--- src/rtl/knight_pkg.sv ---
// Shared types and constants for the knight's tour checker and the tour solver.
package knight_pkg;

  typedef enum logic [2:0] {
    NONE         = 3'd0,
    RANGE        = 3'd1,
    REVISIT      = 3'd2,
    ILLEGAL_MOVE = 3'd3,
    NOT_CLOSED   = 3'd4
  } err_t;

  typedef enum logic [1:0] {
    IDLE  = 2'd0,
    FIRST = 2'd1,
    RUN   = 2'd2,
    DONE  = 2'd3
  } chk_state_t;

  // The eight knight offsets as (dx, dy) pairs, index-aligned.
  localparam logic signed [2:0] KNIGHT_DX [8] = '{3'sd1, 3'sd2, 3'sd2, 3'sd1,
                                                  -3'sd1, -3'sd2, -3'sd2, -3'sd1};
  localparam logic signed [2:0] KNIGHT_DY [8] = '{3'sd2, 3'sd1, -3'sd1, -3'sd2,
                                                  -3'sd2, -3'sd1, 3'sd1, 3'sd2};

endpackage

--- src/rtl/knight_move_check.sv ---
// Combinational check that (ax,ay) -> (bx,by) is a single knight move.
module knight_move_check
  import knight_pkg::*;
(
  input  logic [4:0] ax,
  input  logic [4:0] ay,
  input  logic [4:0] bx,
  input  logic [4:0] by,
  output logic       legal
);

  localparam logic [5:0] STEP_S = 6'(KNIGHT_DY[1]);
  localparam logic [5:0] STEP_L = 6'(KNIGHT_DX[1]);

  logic signed [5:0] dx;
  logic signed [5:0] dy;
  logic [5:0]        adx;
  logic [5:0]        ady;

  assign dx  = $signed({1'b0, ax}) - $signed({1'b0, bx});
  assign dy  = $signed({1'b0, ay}) - $signed({1'b0, by});
  assign adx = dx[5] ? 6'(-dx) : 6'(dx);
  assign ady = dy[5] ? 6'(-dy) : 6'(dy);

  assign legal = ((adx == STEP_S) && (ady == STEP_L)) ||
                 ((adx == STEP_L) && (ady == STEP_S));

endmodule

--- config.mk ---
export PLATFORM = sky130hd
export DESIGN_NAME = knight_move_check
export DESIGN_NICKNAME = d
export VERILOG_FILES = /design/src/rtl/knight_pkg.sv /design/src/rtl/knight_move_check.sv
export SDC_FILE = /design/constraint.sdc
export NUM_CORES = 1
export LEC_CHECK = 0
export ABC_AREA = 1
export ABC_CLOCK_PERIOD_IN_PS = 2200
export CORE_MARGIN = 2
export CORE_UTILIZATION = 45
export DETAILED_ROUTE_END_ITERATION = 7
export GPL_TIMING_DRIVEN = 0
export PLACE_DENSITY = 0.75
export SYNTH_ARGS = -nofsm -noshare
export SYNTH_HDL_FRONTEND = slang
export SYNTH_SLANG_ARGS = --single-unit
--- constraint.sdc ---
create_clock -name vclk -period 2.2
set_clock_uncertainty 0.15 [all_clocks]
set_input_delay 0.33 -clock vclk [all_inputs]
set_output_delay 0.33 -clock vclk [all_outputs]
set_load 0.02 [all_outputs]
==> results.ini <==
[min_path]
holdCritPathClass = in2out

[sta]
relSlewSlack_pct = 83.2
rsz0062_at_grt = true
final.period_utilization_pct = 116
setup_ws_ns = -0.342
worstMarginPinSlew_ns = 0.252
setup_viol_count_final = 1
hold_viol = 0
clock.fmax_mhz = 393
fin_crit_ns = 2.54
slew_viol_final = 0

[layout]
diodes = 0
drive_gt1_share_pct = 30.6
num-clock-buffers = 0
design.seq.count = 0
instances_no_fill = 197
nets = 215
register_area_um2 = 0
final_util_pct = 74.4
syn2layout_area_growth_pct = 58.8

[place]
hpwlAfterDp_um = 1560
dp.cells = 194
post-place-ws_ns = -1.37
io_buffers = 21
gp_congestion = 0.833

[worst_setup_path]
path_max_fanout = 2
worst-endpoint-required_ns = 1.72
crit_type = in2out
start_kind = input pin
cp.arrival_ns = 2.06
cp-end-kind = primary output

[synthesis]
ys_warn_count = 0
ys_top_cells_by_count = 57 x nand2_1, 34 x inv_1, 23 x nand3_1
yosysTopAreaCell = nand2_1
ys_seq_area_share_pct = 0
synthSimpleGateAreaFrac_pct = 56.2
yosysMostFrequentCell = nand2_1
synth_nets = 189
synth_area_leaders = nand2_1 27%, ha_1 17%, inv_1 16%
synth.area.mux_share_pct = 0
synthAdderAreaFrac_pct = 22.4
synth_top_family_by_area = simple AND/OR/NAND/NOR gates
synth_xor_xnor_area_share_pct = 0
synth_top_cell_area_share_pct = 27.0
synth_compound_area_share_pct = 3.79
syn_area_um2 = 792
syn_area_per_cell_um2 = 5.08
synth.distinct_cells = 15
syn_inst = 156

[pwr]
p_int_mw = 0.168
power.switching_mw = 0.204
comb_power_share_pct = 100.0
p_per_area_nw_per_um2 = 296
seqPwrFrac_pct = 0
p_clk_share_pct = 0
switching_share_pct = 54.7
worst_ir_drop_vdd_uv = 169
power.leakage_nw = 0.719

[detailed_routing]
ant_nets = 0
dr.pass1.iters = 4
dr_total_vias = 981
drc = 0
vias_per_cell = 4.98
avgRoutedWirePerCell_um = 10.3
routed_wl_um = 2030
drtIter0Drc = 10

[floorplan]
die_area_um2 = 2110
die_x_um = 46.0
start_util_pct = 46.9
row_count = 15
boundaryPins = 21
core_region_area_um2 = 1690
die_y_um = 46.0

[global_route]
antenna_found_initial = 0
grt_max_degree = 8
grt_pass1_vias = 961
grt_pass1_wl_um = 3360
grt-ovfl-total = 0
grtUsageTotal_pct = 20.3

[run_status]
outcome = finished with violations
violations = setup timing

[flow_run]
maxCapViolCount = 0

[clocking]
cts-hold-fix-buffers = 0

what timing repair did:
action	4_1_cts	5_1_grt
gates resized for setup	41	28
buffers inserted	2	1
cloned	0	0
endpoints found under the setup margin	1	1
pin swaps	12	22
metrics by stage:
stage	area (um2)	TNS [ns]	total power [mW]	hold slack [ns]
floorplan	827	-0.124	0.220	0.937
global placement	1060	-1.35	0.292	2.03
detailed placement	1060	-1.37	0.299	2.03
CTS	1180	-0.391	0.338	1.14
global route	1260	-0.445	0.417	1.18
finish	1260	-0.342	0.372	1.14
final cells by class:
cell class | count | area, um2
fill | 153 | 432
inverter | 37 | 146
multi-input combinational | 119 | 848
tap | 17 | 21.3
timing repair buffer | 24 | 241
worst max-delay path, stage by stage:
cell and delay, ns:
buf_8 0.08, inv_8 0.02, ha_4 0.15, fa_1 0.54, ha_2 0.20, inv_2 0.05, nand3_2 0.05, nand2_1 0.05
nand3_1 0.06, nand2_1 0.07, inv_2 0.05, nand2_2 0.04, nor2_2 0.08, nand2_2 0.07, nor2_4 0.10, buf_6 0.11
power groups by stage:
| stage | Sequential, mW | Combinational, mW | Clock, mW |
|---|---|---|---|
| after floorplan | 0 | 0.220 | 0 |
| after global placement | 0 | 0.292 | 0 |
| after detailed placement | 0 | 0.299 | 0 |
| after CTS | 0 | 0.338 | 0 |
| after global routing | 0 | 0.417 | 0 |
| final | 0 | 0.372 | 0 |
worst paths after layout:
kind | start | endpoint | slack [ns] | cells after the start
max | ay[0] | legal | -0.34 | 16
min | by[0] | legal | 1.14 | 8
cells in the final DEF, fill, tap and decap left out, types with 2 or more instances in the layout:
cell,instances
a21oi_2,3
clkdlybuf4s50_1,7
inv_1,26
ha_4,9
nor2_1,6
dlygate4sd2_1,5
dlymetal6s2s_1,5
inv_2,10
nand4_1,2
buf_6,2
a21oi_1,2
nand2_2,11
nor2_2,3
nand3_2,4
buf_4,3
nand2_1,49
nand3_1,20
layer usage:
layer / global-route usage [%] / vias up / part of all wire [%]
li1: - / 528 / -
met1: 20.3 / 438 / 42
met2: 45.3 / 15 / 56
met3: 0 / 0 / 2.4
met4: 2.29 / 0 / 0
met5: 0 / - / 0
cell families after synthesis:
group | count (synthesis)
simple gates | 100
fa+ha+maj | 13
compound gates | 6
buf+inv | 37
(Power assumes the default switching activity.)
